File: src/rtl/bitvec_uart_tx_pkg.sv
// Shared ASCII constants and FSM state encoding for the bit-vector UART link.
package bitvec_uart_tx_pkg;
  localparam logic [7:0] ASCII_0    = 8'h30;
  localparam logic [7:0] ASCII_SEP  = 8'h20;
  localparam logic [7:0] ASCII_TERM = 8'h2A;

  typedef enum logic [2:0] {
    ST_IDLE = 3'd0,
    ST_LOAD = 3'd1,
    ST_BITS = 3'd2,
    ST_SEP  = 3'd3,
    ST_TERM = 3'd4
  } state_t;
endpackage

File: src/rtl/bitvec_uart_tx_if.sv
// Byte stream towards the USB-UART IN pipe; valid/ready, one byte per transfer.
interface bitvec_uart_tx_if;
  logic [7:0] uart_in_data;
  logic       uart_in_valid;
  logic       uart_in_ready;

  modport master (output uart_in_data, output uart_in_valid, input uart_in_ready);
  modport slave  (input uart_in_data, input uart_in_valid, output uart_in_ready);
endinterface

File: src/rtl/bitvec_char_enc.sv
// Combinational: selects one snapshot bit and renders it as ASCII '0'/'1'.
// An index at or beyond OL renders as '0'.
module bitvec_char_enc
  import bitvec_uart_tx_pkg::*;
#(
  parameter int OL = 64,
  parameter int IW = $clog2(OL + 1)
) (
  input  logic [OL-1:0] i_snap,
  input  logic [IW-1:0] i_idx,
  output logic [7:0]    o_char
);
  logic w_bit;

  always_comb begin
    w_bit = 1'b0;
    for (int i = 0; i < OL; i++) begin
      if (i_idx == IW'(i)) w_bit = i_snap[i];
    end
  end

  assign o_char = ASCII_0 | {7'd0, w_bit};
endmodule

File: src/rtl/bitvec_uart_tx.sv
// Streams a snapshot of vec_in as "0101... 0110*" bytes; first byte valid 2 cycles after enable.
// Registered valid/data held while ready is low. Macro CHANGE_ONLY_EN: only send when vec_in changed.
module bitvec_uart_tx
  import bitvec_uart_tx_pkg::*;
#(
  parameter int         OL   = 64,
  parameter int         COLS = 8,
  parameter logic [7:0] SEP  = ASCII_SEP,
  parameter logic [7:0] TERM = ASCII_TERM
) (
  input  logic                clk_48mhz,
  input  logic                reset,
  input  logic                enable,
  input  logic [OL-1:0]       vec_in,
  bitvec_uart_tx_if.master    uart,
  output logic                busy,
  output logic                frame_done
);
  localparam int IW = $clog2(OL + 1);
  localparam int CW = (COLS > 1) ? $clog2(COLS) : 1;
  localparam logic [IW-1:0] IDX_LAST = IW'(OL - 1);
  localparam logic [CW-1:0] COL_LAST = CW'(COLS - 1);

  state_t        r_state, w_state_nxt;
  logic [OL-1:0] r_snap, w_snap_nxt;
  logic [IW-1:0] r_bit_idx, w_bit_idx_nxt;
  logic [CW-1:0] r_col, w_col_nxt;
  logic [7:0]    r_data, w_data_nxt;
  logic          r_valid, w_valid_nxt;
  logic          r_frame_done, w_frame_done_nxt;

  logic          w_xfer;
  logic          w_start;
  logic [OL-1:0] w_enc_snap;
  logic [IW-1:0] w_enc_idx;
  logic [7:0]    w_enc_char;

  assign w_xfer = r_valid && uart.uart_in_ready;

`ifdef CHANGE_ONLY_EN
  logic [OL-1:0] r_last_sent;
  logic          r_first_sent;

  assign w_start = enable && (!r_first_sent || (vec_in != r_last_sent));

  always_ff @(posedge clk_48mhz) begin
    if (!reset) begin
      r_last_sent  <= '0;
      r_first_sent <= 1'b0;
    end else if (r_state == ST_TERM && w_xfer) begin
      r_last_sent  <= r_snap;
      r_first_sent <= 1'b1;
    end
  end
`else
  assign w_start = enable;
`endif

  // Encoder looks at the bit that becomes current on the next edge, so the byte is registered.
  assign w_enc_snap = (r_state == ST_LOAD) ? vec_in : r_snap;
  assign w_enc_idx  = (r_state == ST_LOAD) ? '0 :
                      (r_state == ST_BITS) ? r_bit_idx + IW'(1) : r_bit_idx;

  bitvec_char_enc #(.OL(OL), .IW(IW)) u_char_enc (
    .i_snap (w_enc_snap),
    .i_idx  (w_enc_idx),
    .o_char (w_enc_char)
  );

  always_comb begin
    w_state_nxt      = r_state;
    w_snap_nxt       = r_snap;
    w_bit_idx_nxt    = r_bit_idx;
    w_col_nxt        = r_col;
    w_data_nxt       = r_data;
    w_valid_nxt      = r_valid;
    w_frame_done_nxt = 1'b0;
    case (r_state)
      ST_IDLE: begin
        if (w_start) w_state_nxt = ST_LOAD;
      end
      ST_LOAD: begin
        w_snap_nxt    = vec_in;
        w_bit_idx_nxt = '0;
        w_col_nxt     = '0;
        w_data_nxt    = w_enc_char;
        w_valid_nxt   = 1'b1;
        w_state_nxt   = ST_BITS;
      end
      ST_BITS: begin
        if (w_xfer) begin
          w_bit_idx_nxt = r_bit_idx + IW'(1);
          if (r_bit_idx == IDX_LAST) begin
            w_data_nxt  = TERM;
            w_state_nxt = ST_TERM;
          end else if (r_col == COL_LAST) begin
            w_data_nxt  = SEP;
            w_col_nxt   = '0;
            w_state_nxt = ST_SEP;
          end else begin
            w_data_nxt  = w_enc_char;
            w_col_nxt   = r_col + CW'(1);
          end
        end
      end
      ST_SEP: begin
        if (w_xfer) begin
          w_data_nxt  = w_enc_char;
          w_state_nxt = ST_BITS;
        end
      end
      ST_TERM: begin
        if (w_xfer) begin
          w_frame_done_nxt = 1'b1;
          w_valid_nxt      = 1'b0;
          w_state_nxt      = ST_IDLE;
        end
      end
      default: w_state_nxt = ST_IDLE;
    endcase
  end

  always_ff @(posedge clk_48mhz) begin
    if (!reset) begin
      r_state      <= ST_IDLE;
      r_snap       <= '0;
      r_bit_idx    <= '0;
      r_col        <= '0;
      r_data       <= '0;
      r_valid      <= 1'b0;
      r_frame_done <= 1'b0;
    end else begin
      r_state      <= w_state_nxt;
      r_snap       <= w_snap_nxt;
      r_bit_idx    <= w_bit_idx_nxt;
      r_col        <= w_col_nxt;
      r_data       <= w_data_nxt;
      r_valid      <= w_valid_nxt;
      r_frame_done <= w_frame_done_nxt;
    end
  end

  assign uart.uart_in_data  = r_data;
  assign uart.uart_in_valid = r_valid;
  assign busy               = (r_state != ST_IDLE);
  assign frame_done         = r_frame_done;
endmodule

File: src/flat_wrapper.sv
// flat-port wrapper written by rule: the top's interface ports become plain ports
module bitvec_uart_tx_flat import bitvec_uart_tx_pkg::*;
#(
  parameter int         OL   = 64,
  parameter int         COLS = 8,
  parameter logic [7:0] SEP  = ASCII_SEP,
  parameter logic [7:0] TERM = ASCII_TERM
)
  (clk_48mhz, reset, enable, vec_in, busy, frame_done, uart_uart_in_data, uart_uart_in_valid, uart_uart_in_ready);
  bitvec_uart_tx_if uart_i ();
  input  logic clk_48mhz;
  input  logic reset;
  input  logic enable;
  input  logic [OL-1:0] vec_in;
  output logic busy;
  output logic frame_done;
  output wire logic [$bits(uart_i.uart_in_data)-1:0] uart_uart_in_data;
  output wire logic [$bits(uart_i.uart_in_valid)-1:0] uart_uart_in_valid;
  input wire logic [$bits(uart_i.uart_in_ready)-1:0] uart_uart_in_ready;
  assign uart_uart_in_data = uart_i.uart_in_data;
  assign uart_uart_in_valid = uart_i.uart_in_valid;
  assign uart_i.uart_in_ready = uart_uart_in_ready;
  bitvec_uart_tx #(.OL(OL), .COLS(COLS), .SEP(SEP), .TERM(TERM)) u_core (.clk_48mhz(clk_48mhz), .reset(reset), .enable(enable), .vec_in(vec_in), .uart(uart_i), .busy(busy), .frame_done(frame_done));
endmodule
File: config.mk
export PLATFORM = sky130hd
export DESIGN_NAME = bitvec_uart_tx_flat
export DESIGN_NICKNAME = d
export VERILOG_FILES = /design/src/rtl/bitvec_uart_tx_pkg.sv /design/src/rtl/bitvec_uart_tx_if.sv /design/src/rtl/bitvec_char_enc.sv /design/src/rtl/bitvec_uart_tx.sv /design/src/flat_wrapper.sv
export SDC_FILE = /design/constraint.sdc
export NUM_CORES = 1
export LEC_CHECK = 0
export ABC_AREA = 1
export CORE_MARGIN = 4
export CORE_UTILIZATION = 57
export CTS_BUF_LIST = sky130_fd_sc_hd__clkbuf_4 sky130_fd_sc_hd__clkbuf_8 sky130_fd_sc_hd__clkbuf_16
export DETAILED_ROUTE_END_ITERATION = 16
export PLACE_DENSITY = 0.86
export SKIP_LAST_GASP = 1
export SYNTH_ARGS = -nofsm -noshare
export SYNTH_HDL_FRONTEND = slang
export SYNTH_SLANG_ARGS = --single-unit
File: constraint.sdc
create_clock -name clk_48mhz -period 5.5 [get_ports clk_48mhz]
set_input_delay 0.55 -clock clk_48mhz [delete_from_list [all_inputs] [get_ports clk_48mhz]]
set_output_delay 0.55 -clock clk_48mhz [all_outputs]
set_load 0.02 [all_outputs]
# Word level (Yosys, flattened, before mapping)
# Index checks and enable logic that the tools add are counted.
[totals] output_inout_bits=11 register_bits=87 inputBits=68
[classes] n_addsub=2 mux=88 n_reduce_logical=13 eq_ne=75
[op_table] op="equality test 7 x 6 -> 1 bit (second input constant)" n=33
[op_table] op="equality test 7 x 5 -> 1 bit (second input constant)" n=16
[op_table] op="two-way mux 1 bit" n=66
[op_table] op="two-way mux 64 bit" n=1
[op_table] op="equality test 7 x 4 -> 1 bit (second input constant)" n=8
[op_table] op="equality test 7 x 3 -> 1 bit (second input constant)" n=4
[op_table] op="two-way mux 3 bit" n=9
[op_table] op="two-way mux 8 bit" n=3
[op_table] op="one-hot mux 8 bit (3 select lines)" n=1
[op_table] op="two-way mux 7 bit" n=3
[op_table] op="one-hot mux 3 bit (5 select lines)" n=1
[op_table] op="equality test 7 x 2 -> 1 bit (second input constant)" n=2
[op_table] op="one-hot mux 7 bit (2 select lines)" n=1
[op_table] op="adder 7 x 1 -> 7 bit (second input constant)" n=1
[op_table] op="equality test 7 x 1 -> 1 bit (second input constant)" n=1
[op_table] op="logical NOT 7 bit" n=1
[op_table] op="equality test 3 x 2 -> 1 bit (second input constant)" n=2
[op_table] op="equality test 3 bit (second input constant)" n=2
[op_table] op="!= test 2 x 1 -> 1 bit (second input constant)" n=3
[op_table] op="one-hot mux 3 bit (2 select lines)" n=1
[op_table] op="AND reduction 2 bit" n=3
[op_table] op="AND reduction 3 bit" n=2
[op_table] op="nonzero test 3 bit" n=2
[op_table] op="two-way mux 5 bit" n=1
[op_table] op="9 further kinds" n=11

# Longest topological paths before layout
# Gate-level depths: netlist of run 1.
[logic_depth] word_depth=72 ltp_mapped=48 ltp_nobuf=48

# By module
# A second synthesis of run 1 with hierarchy kept.
[hier_totals] cells_unflattened=828 area_unflattened_um2=5851.9
[modules_own_cells] mod="bitvec_uart_tx" area_per_inst_um2=4839.6 cells_each=622 instances=1 seq_area_each_um2=1741.7
[modules_own_cells] mod="bitvec_char_enc" area_per_inst_um2=1012.2 cells_each=206 instances=1 seq_area_each_um2=0.0

# Worst setup path before layout of run 1
# Ideal clock, no wire load.
[synth_path] path_kind="register to register" from="register u_core.r_state[2]" to="register u_core.r_data[0], in the netlist u_core.uart.uart_in_data[0]" t_required_ns=5.382 n_path_buf=0 period_less_slack_ns=3.706 path_stages_with_launch=45 arrival_ns=3.589 setup_ns=0.118 slack_ns=1.794 cell_sequence="dfxtp_1 inv_2 nand3_2 inv_4 ha_1 inv_1 nand2_2 nor2_1 inv_1 nor2_4 nand3_1 nand2_1 inv_2 nand2_1 nand4_1 nand2_1 nand4_1 nand2_1 [9 not listed] nand2_1 nand4_1 nand2_1 nand4_1 nand2_1 nand4_1 nand2_1 nand3_1 nand2_1 nand3_1 nand2_1 nand3_1 nand2_1 nand4_1 nor2_1 nand4_1 nand2_1 a21oi_1"
[synth_between] elab_chain_cells=72 word_cells_on_any_way=143
[synth_lines] item="start, declared" line_no="bitvec_uart_tx.sv:24" text="state_t r_state, w_state_nxt;"
[synth_lines] item="start signal, assigned" line_no="bitvec_uart_tx.sv:133" text="r_state <= w_state_nxt;"
[synth_lines] item="equality test 3 x 2 -> 1 bit" line_no="bitvec_uart_tx.sv:62, bitvec_uart_tx.sv:78"
[synth_lines] item="two-way mux 7 bit" line_no="bitvec_uart_tx.sv:62" text="(r_state == ST_BITS) ? r_bit_idx + IW'(1) : r_bit_idx;"
[synth_lines] item="two-way mux 7 bit" line_no="bitvec_uart_tx.sv:61" text="assign w_enc_idx = (r_state == ST_LOAD) ? '0 :"
[synth_lines] item="logical NOT 7 bit" line_no="bitvec_char_enc.sv:18" text="if (i_idx == IW'(i)) w_bit = i_snap[i];"
[synth_lines] item="two-way mux 1 bit (64 in a row)" line_no="bitvec_char_enc.sv:18"
[synth_lines] item="two-way mux 5 bit" line_no="bitvec_uart_tx.sv:96" text="end else if (r_col == COL_LAST) begin"
[synth_lines] item="two-way mux 8 bit" line_no="bitvec_uart_tx.sv:93" text="if (r_bit_idx == IDX_LAST) begin"
[synth_lines] item="two-way mux 8 bit" line_no="bitvec_uart_tx.sv:91" text="if (w_xfer) begin"
[synth_lines] item="one-hot mux 8 bit (3 select lines)" line_no="bitvec_uart_tx.sv:78" text="case (r_state)"
[synth_lines] item="end signal, assigned" line_no="bitvec_uart_tx.sv:137" text="r_data <= w_data_nxt;"
[synth_lines] item="end, declared" line_no="bitvec_uart_tx.sv:28" text="logic [7:0] r_data, w_data_nxt;"
# Parallel ways exist; a longest one is shown, timed or not. The select of a mux whose other input is x is not followed.
# A chain may end at the register's enable or synchronous reset.

# Worst setup path after layout of run 1
[layout_path] from="register u_core.r_state[1]" to="register u_core.r_data[0], in the netlist u_core.uart.uart_in_data[0]"
# Same word-level chain as after synthesis.

==> run summary, run 1 <==
Run status = completed
Worst Path Arrival = 5.05 ns
Storage element area = 1662 um2
Setup bufs post-CTS = 0
FFs w/ async S/R, synth = 0%
Hold buffer count at CTS = 0
Endpoints failing setup = 0
EDFF count, synth = 0
Root Driver = clkbuf_8
Final ANT Viol Nets = 0
Number of fill cells = 587
Fmax = 206.8 MHz
Vias in the first global route = 3737
Buffers on Ports = 75
Max_cap viols = 0
Starting Density = 58.87%
# IOs = 79
Hold slack = 0.4770 ns
Syn. warnings = 0
Core Region = 7292 um2
Routed via count = 3972
DRT Pass-1 Iters = 5
Synth cell types = 43
Post-synthesis adder-cell area fraction = 1.166%
Post-Synth Simple-Gate Area = 30.69%
Seq/Total Area, Yosys = 38.71%
Slowest stage delay, CP = 0.42 ns
Peak supply drop = 0.0002834 V
Layout cell share with drive strength beyond 1 = 8.989%
Area occupied by multi-input gates = 2295 um2
Pins Over Slew Limit = 0
Clk slew on worst S/H paths = 0.08 ns
WL per Instance = 15.81 um
DRT iter0 DRCs = 228
Post-synthesis register bit count = 83
DRC = 0
Cell Rows = 31
GRT Total Usage = 25.65%
GRT overflow = 0
Initial antenna violation count = 0
Bufs on Longest Clock Path = 2
Post-CTS Resized = 0
Die Height = 94.79 um
Post-DP HPWL = 8429 um
Worst-Skew Late Latency = 0.36 ns
Worst slew margin = 47.48%
Mapped Area = 4293 um2
Post-synth top area share = 38.71%
Worst path slowest cell = dfxtp_1
Die footprint = 8984 um2
Layout area overhead = 25.09%
Crit Path Class = flip-flop to flip-flop
Power per Cell Area = 527.6 nW/um2
P_leak = 2.466 nW
Area contributors post-synth = dfxtp_1 (39%), mux2i_1 (14%), nor2_1 (8.5%), nand2_1 (6.4%), nand3b_1 (4.7%)
Multiplexer share of the synthesized area = 14.22%
Tcrit/Tclk final = 87.94%
Compound-Gate Fraction of Synth Area = 6.791%
ANT cells = 0
Req. time, crit path = 5.71 ns
Setup TNS = 0 ns
Ys flop type = dfxtp_1
Number of vias per cell = 5.501
Crit Path Max Fanout = 13
Slew @ Worst Pin = 0.7680 ns
Largest family of logic cells by synthesized area = simple AND/OR/NAND/NOR gates
Final worst path period need = 4.837 ns
Final Hold Fails = 0
First-pass GRT wire length = 17810 um
GP Congestion = 0.9165
Crit path top cell by count = nand2_1
CP Capture Type = flip-flop
Hold Path Class = flip-flop to flip-flop
CTS tree = yes
Nets = 690
Clock Skews = 0.008062 ns
Die X = 94.79 um
Cell count after placement = 706
RSZ-0062 raised after global routing = false
Gate Count Post-Synth = 547
Routed WL = 11410 um
Cts bufs inserted = 9
Syn Area/Cell = 7.848 um2
Clock sinks = 83
Cell taking the most area after synthesis = dfxtp_1
CTS HTree Levels = 3
Final cell count without fillers = 722
Xor/xnor share of the synthesized area = 0.2040%
CP Launch Type = flip-flop
Largest net degree at the start of global routing = 74
cell type report:
type                            count  area share, %
Clock inverter                      4          2.237
Inverter                           54          3.868
Clock buffer                       12          2.959
Timing Repair Buffer               82          14.96
Tap cell                           99          2.307
Sequential cell                    83          30.94
Multi-Input combinational cell    388          42.73
power breakdown:
part           internal (mW)  leakage (nW)  switching [mW]
sequential             0.748         0.678          0.0726
combinational          0.521          1.65           0.900
clock                  0.378         0.140           0.215
total                   1.65          2.47            1.19
flip-flops by register name, indices dropped and copies added, names as in the netlist:
name,cells
u_core.r_bit_idx,7
u_core.r_col,3
u_core.frame_done,1
u_core.r_state,3
u_core.uart.uart_in_data,4
u_core.uart.uart_in_valid,1
u_core.r_snap,64
final timing paths:
check | from | endpoint | slack (ns) | cells past startpoint
worst min register to register | u_core.uart.uart_in_valid$_SDFFE_PN0P_ | u_core.uart.uart_in_valid$_SDFFE_PN0P_ | 0.48 | 2
worst max register to register | u_core.r_state[1]$_SDFFE_PN0P_ | u_core.uart.uart_in_data[0]$_SDFFE_PN0P_ | 0.66 | 41
worst min-delay path | u_core.uart.uart_in_valid$_SDFFE_PN0P_ | u_core.uart.uart_in_valid$_SDFFE_PN0P_ | 0.48 | 2
worst max-delay path | u_core.r_state[1]$_SDFFE_PN0P_ | u_core.uart.uart_in_data[0]$_SDFFE_PN0P_ | 0.66 | 41
worst max-delay path: cells and delay by family, from the launching register on:
kind / cells / cell delay (ns)
AND/OR/NAND/NOR: 35 / 3.39
buffers and inverters: 4 / 0.54
flip-flops: 1 / 0.42
adder cells (fa/ha/maj): 1 / 0.25
AO/OA/AOI/OAI: 1 / 0.05
cell families (layout without fill, tap and decap cells):
kind of cell | Yosys count | in the layout
flip-flops | 83 | 83
adder cells (fa/ha/maj) | 4 | 4
other | 1 | 3
buffers and inverters | 78 | 152
XOR/XNOR | 1 | 1
AO/OA/AOI/OAI | 50 | 50
multiplexers | 61 | 61
AND/OR/NAND/NOR | 269 | 269
metal layers:
layer,vias to the layer above,global-route usage (%),wire (um)
li1,1956,-,-
met1,1825,33.10,4933
met2,168,41.51,5335
met3,23,6.693,900
met4,0,8.654,242
met5,-,0,0
stage by stage:
| step | utilization [%] | area, um2 | setup WS [ns] | power, mW |
|---|---|---|---|---|
| floorplan | - | 4300 | 1.794 | 1.876 |
| global placement | 69.82 | 5091 | 0.8843 | 2.178 |
| detailed placement | 69.82 | 5091 | 0.8025 | 2.219 |
| CTS | 73.64 | 5370 | 0.7978 | 2.824 |
| global route | 73.64 | 5370 | 0.1461 | 3.034 |
| finish | 73.64 | 5370 | 0.6633 | 2.834 |
layout by cell type (no fill, tap or decap), types with 15 or more instances in the layout:
cell type,synthesis,layout
a21oi_1,17,17
clkdlybuf4s50_1,0,75
dfxtp_1,83,83
inv_1,39,39
mux2i_1,61,61
nand2_1,73,73
nand3_1,25,25
nand3b_1,27,27
nand4_1,15,15
nor2_1,97,97
cells in the mapped netlist (2+ instances only):
cell type / n
clkbuf_1: 10
nand2_1: 73
nor2_2: 2
inv_2: 9
nor3_2: 2
a21oi_1: 17
o21ai_1: 2
nor3_1: 6
o21ai_0: 14
nand3_2: 5
clkinv_1: 4
nand3_1: 25
ha_1: 4
buf_2: 5
o22ai_1: 5
nand2_2: 5
nor2_4: 2
buf_6: 3
o211ai_1: 2
nand2_4: 2
nor2_1: 97
nand4_1: 15
or2_2: 2
mux2i_1: 61
o21a_1: 2
buf_4: 6
inv_4: 2
a2111oi_0: 4
nand3b_1: 27
inv_1: 39
dfxtp_1: 83
No activity file was read; power rests on OpenSTA's default activity.
==> inputs of run 2 (changes only) <==
==> constraint.sdc (replaced) <==
create_clock -name clk_48mhz -period 5.5 [get_ports clk_48mhz]
set_input_delay 1.1 -clock clk_48mhz [delete_from_list [all_inputs] [get_ports clk_48mhz]]
set_output_delay 1.1 -clock clk_48mhz [all_outputs]
set_load 0.02 [all_outputs]
==> run summary, run 2 (synthesized netlist as in run 1, its figures left out) <==
Routed via count = 3968
CTS HTree Levels = 3
# IOs = 79
Layout cell share with drive strength beyond 1 = 8.842%
Post-CTS Resized = 0
DRT iter0 DRCs = 343
Root Driver = clkbuf_8
Hold Path Class = flip-flop to flip-flop
Hold slack = 0.4676 ns
Nets = 690
Starting Density = 58.87%
Worst Path Arrival = 4.88 ns
GRT overflow = 0
Clk slew on worst S/H paths = 0.08 ns
Total power = 2.622 mW
CP Buf/Inv Count = 3
Clock sinks = 83
Routed WL = 11120 um
Final ANT Viol Nets = 0
CTS tree = yes
Number of fill cells = 600
ANT cells = 0
Endpoints failing setup = 0
GP Congestion = 0.9387
First-pass GRT wire length = 18020 um
Initial antenna violation count = 0
DRC = 0
Largest net degree at the start of global routing = 74
GRT Total Usage = 25.66%
Final cell count without fillers = 721
Cell Rows = 31
Hold buffer count at CTS = 0
Die Height = 94.79 um
RSZ-0062 raised after global routing = false
Post-DP HPWL = 8320 um
Cts bufs inserted = 9
Area occupied by multi-input gates = 2295 um2
Die footprint = 8984 um2
Crit path top cell by count = nand2_1
CP top delay family = simple AND/OR/NAND/NOR gates
Setup TNS = 0 ns
Crit Path Class = flip-flop to flip-flop
Pins Over Slew Limit = 0
Die X = 94.79 um
Fin util = 72.12%
Storage element area = 1662 um2
Final worst path period need = 4.688 ns
Setup bufs post-CTS = 0
Peak supply drop = 0.0002713 V
Cell count after placement = 706
Worst-Skew Late Latency = 0.36 ns
Core Region = 7292 um2
Clock Skews = 0.007345 ns
Final Hold Fails = 0
Hold path cells = 2
Vias in the first global route = 3809
Bufs on Longest Clock Path = 2
P_leak = 2.419 nW
WL per Instance = 15.42 um
Power per Cell Area = 498.7 nW/um2
Max reg flops = 64
Run status = completed
Crit Path Max Fanout = 13
Req. time, crit path = 5.69 ns
Slew @ Worst Pin = 1.173 ns
Buffers on Ports = 75
Layout area overhead = 22.50%
Tcrit/Tclk final = 85.24%
Worst path slowest cell = dfxtp_1
Worst reg-to-reg path cell count = 43
Commonest cells after routing, fill and taps aside = nor2_1 (97), dfxtp_1 (83), clkdlybuf4s50_1 (75), nand2_1 (73), mux2i_1 (61)
Max_cap viols = 0
Number of vias per cell = 5.503
Worst slew margin = 21.77%
CP Capture Type = flip-flop
Commonest non-fill, non-tap cell in the layout = nor2_1
Slowest stage delay, CP = 0.41 ns
DRT Pass-1 Iters = 6
Register with the most flip-flops = u_core.r_snap
CP Launch Type = flip-flop
Critical path depth in cells = 43
Fmax = 213.3 MHz
-- run 2: power breakdown --
group	switching, mW	internal [mW]	total [mW]
sequential	0.0750	0.748	0.823
clock	0.206	0.182	0.388
combinational	0.891	0.520	1.41
total	1.17	1.45	2.62
-- run 2: worst reg2reg max path: cells and delay by family, from the launching register on --
family | cells | cell delay, ns
AOI/OAI and AO/OA | 2 | 0.13
and+or+nand+nor | 37 | 3.20
adders and majority gates | 1 | 0.25
DFF | 1 | 0.41
buffers and inverters | 3 | 0.51
-- run 2: cell type report --
type / count / share of cell area, %
Inverter: 54 / 3.950
Sequential cell: 83 / 31.60
Tap cell: 99 / 2.355
Timing Repair Buffer: 82 / 15.27
Multi-Input combinational cell: 388 / 43.64
Clock buffer: 12 / 2.903
Clock inverter: 3 / 0.2855
-- run 2: final timing paths --
kind	start	to	slack (ns)
max	u_core.r_state[1]$_SDFFE_PN0P_	u_core.uart.uart_in_data[0]$_SDFFE_PN0P_	0.81
min	u_core.r_col[1]$_SDFFE_PN0P_	u_core.r_col[1]$_SDFFE_PN0P_	0.47
max reg2reg	u_core.r_state[1]$_SDFFE_PN0P_	u_core.uart.uart_in_data[0]$_SDFFE_PN0P_	0.81
min reg2reg	u_core.r_col[1]$_SDFFE_PN0P_	u_core.r_col[1]$_SDFFE_PN0P_	0.47
-- run 2: stage by stage --
step | instance area (um2) | worst slack [ns]
2_1_floorplan | 4300 | 1.794
4_1_cts | 5259 | 0.9145
5_1_grt | 5259 | 0.3194
3_5_place_dp | 5091 | 0.9312
3_3_place_gp | 5091 | 1.057
6_report | 5259 | 0.8120
-- run 2: metal layers --
metal	GRT usage [%]	up-vias	share of wire, %
li1	-	1955	-
met3	5.896	30	7.6
met1	33.38	1790	43
met4	9.135	0	2.1
met2	41.63	193	48
met5	0	-	0
==> inputs of run 3 (changes only) <==
--- a/config.mk
+++ b/config.mk
@@ -7,10 +7,9 @@
 export LEC_CHECK = 0
 export ABC_AREA = 1
 export CORE_MARGIN = 4
-export CORE_UTILIZATION = 57
+export CORE_UTILIZATION = 40
 export CTS_BUF_LIST = sky130_fd_sc_hd__clkbuf_4 sky130_fd_sc_hd__clkbuf_8 sky130_fd_sc_hd__clkbuf_16
 export DETAILED_ROUTE_END_ITERATION = 16
-export PLACE_DENSITY = 0.86
 export SKIP_LAST_GASP = 1
 export SYNTH_ARGS = -nofsm -noshare
 export SYNTH_HDL_FRONTEND = slang
==> run summary, run 3 (synthesized netlist as in run 1, its figures left out) <==
Setup TNS = 0 ns
Commonest cells after routing, fill and taps aside = nor2_1 (97), dfxtp_1 (83), clkdlybuf4s50_1 (75), nand2_1 (73), mux2i_1 (61)
DRC = 0
Crit path top cell by count = nand2_1
Worst reg-to-reg path cell count = 43
Final Hold Fails = 0
Worst path slowest cell = dfxtp_1
Cts bufs inserted = 9
Die Height = 111.6 um
Hold buffer count at CTS = 0
Number of fill cells = 1012
Buffers on Ports = 75
Commonest non-fill, non-tap cell in the layout = nor2_1
Initial antenna violation count = 0
WL per Instance = 14.93 um
Register with the most flip-flops = u_core.r_snap
Largest net degree at the start of global routing = 48
Pins Over Slew Limit = 0
Tcrit/Tclk final = 82.87%
# IOs = 79
CTS HTree Levels = 3
ANT cells = 0
Starting Density = 41.40%
Number of vias per cell = 5.053
Vias in the first global route = 3582
Worst-Skew Late Latency = 0.36 ns
GRT overflow = 0
Layout area overhead = 25.04%
Layout cell share with drive strength beyond 1 = 8.989%
Fmax = 219.4 MHz
Hold slack = 0.4565 ns
Slowest stage delay, CP = 0.41 ns
P_leak = 2.447 nW
Post-CTS Resized = 0
Core Region = 10370 um2
Nets = 691
Worst Path Arrival = 4.79 ns
DRT Pass-1 Iters = 4
Final ANT Viol Nets = 0
Req. time, crit path = 5.73 ns
CTS tree = yes
Die footprint = 12450 um2
Setup bufs post-CTS = 0
Final cell count without fillers = 759
Pre-CTS WS = 0.9918 ns
Crit Path Max Fanout = 13
Run status = completed
Endpoints failing setup = 0
Max_cap viols = 0
Slew @ Worst Pin = 0.5761 ns
Clk slew on worst S/H paths = 0.08 ns
Crit Path Class = flip-flop to flip-flop
GP Congestion = 0.9206
GRT Total Usage = 18.22%
Cell count after placement = 744
Clock sinks = 83
Post-DP HPWL = 8651 um
Power per Cell Area = 504.3 nW/um2
CP top delay family = simple AND/OR/NAND/NOR gates
Routed WL = 11330 um
CP Capture Type = flip-flop
CP Buf/Inv Count = 4
CP Launch Type = flip-flop
First-pass GRT wire length = 18430 um
Root Driver = clkbuf_8
Final WS setup = 0.9421 ns
Die X = 111.6 um
Hold Path Class = flip-flop to flip-flop
Clock Skews = 0.009295 ns
Peak supply drop = 0.0001988 V
Max reg flops = 64
Total power = 2.707 mW
Worst slew margin = 61.56%
Cell Rows = 37
Hold path cells = 2
Bufs on Longest Clock Path = 2
Critical path depth in cells = 43
DRT iter0 DRCs = 219
RSZ-0062 raised after global routing = false
Routed via count = 3835
Final worst path period need = 4.558 ns
[run 3: changes by cell type in the layout (fill, tap and decap cells not counted)]
cell,before,now
clkinv_4,0,1
clkbuf_8,10,9
clkbuf_4,2,1
clkinv_2,3,2
bufinv_16,0,2
buf_12,0,1
[run 3: path summary, 6_finish.rpt]
| check | start | endpoint | slack [ns] |
|---|---|---|---|
| worst max-delay path | u_core.r_state[1]$_SDFFE_PN0P_ | u_core.uart.uart_in_data[0]$_SDFFE_PN0P_ | 0.94 |
| worst min-delay path | u_core.r_col[1]$_SDFFE_PN0P_ | u_core.r_col[1]$_SDFFE_PN0P_ | 0.46 |
| worst max register to register | u_core.r_state[1]$_SDFFE_PN0P_ | u_core.uart.uart_in_data[0]$_SDFFE_PN0P_ | 0.94 |
| worst min register to register | u_core.r_col[1]$_SDFFE_PN0P_ | u_core.r_col[1]$_SDFFE_PN0P_ | 0.46 |
[run 3: worst min-delay path: stages (launching register included)]
cell	delay, ns
dfxtp_1	0.32
inv_1	0.05
a21oi_1	0.05
[run 3: power breakdown]
part           leakage (nW)  internal, mW  switching [mW]  total, mW
registers             0.678         0.747          0.0706      0.818
clock network         0.110         0.258           0.215      0.472
logic                  1.66         0.525           0.891       1.42
total                  2.45          1.53            1.18       2.71
[run 3: final cells by class]
cell class / instances / area [um2] / area share [%]
Multi-Input combinational cell: 388 / 2295 / 42.75
Sequential cell: 83 / 1662 / 30.96
Timing Repair Buffer: 83 / 823.3 / 15.34
Inverter: 54 / 207.7 / 3.869
Tap cell: 136 / 170.2 / 3.170
Clock buffer: 10 / 131.4 / 2.448
Clock inverter: 5 / 78.83 / 1.469
[run 3: routing by layer]
layer  GRT usage [%]  wire, um  up-vias
met5               0         0        -
met2           27.42      4942       88
met3           4.620       616       11
met4           5.028       144        0
li1                -         -     1959
met1           25.91      5629     1777
[run 3: through the flow]
| step | cell area, um2 | utilization, % |
|---|---|---|
| global route | 5368 | 51.76 |
| CTS | 5368 | 51.76 |
| global placement | 5157 | 49.73 |
| floorplan | 4300 | - |
| detailed placement | 5157 | 49.73 |
| finish | 5368 | 51.76 |
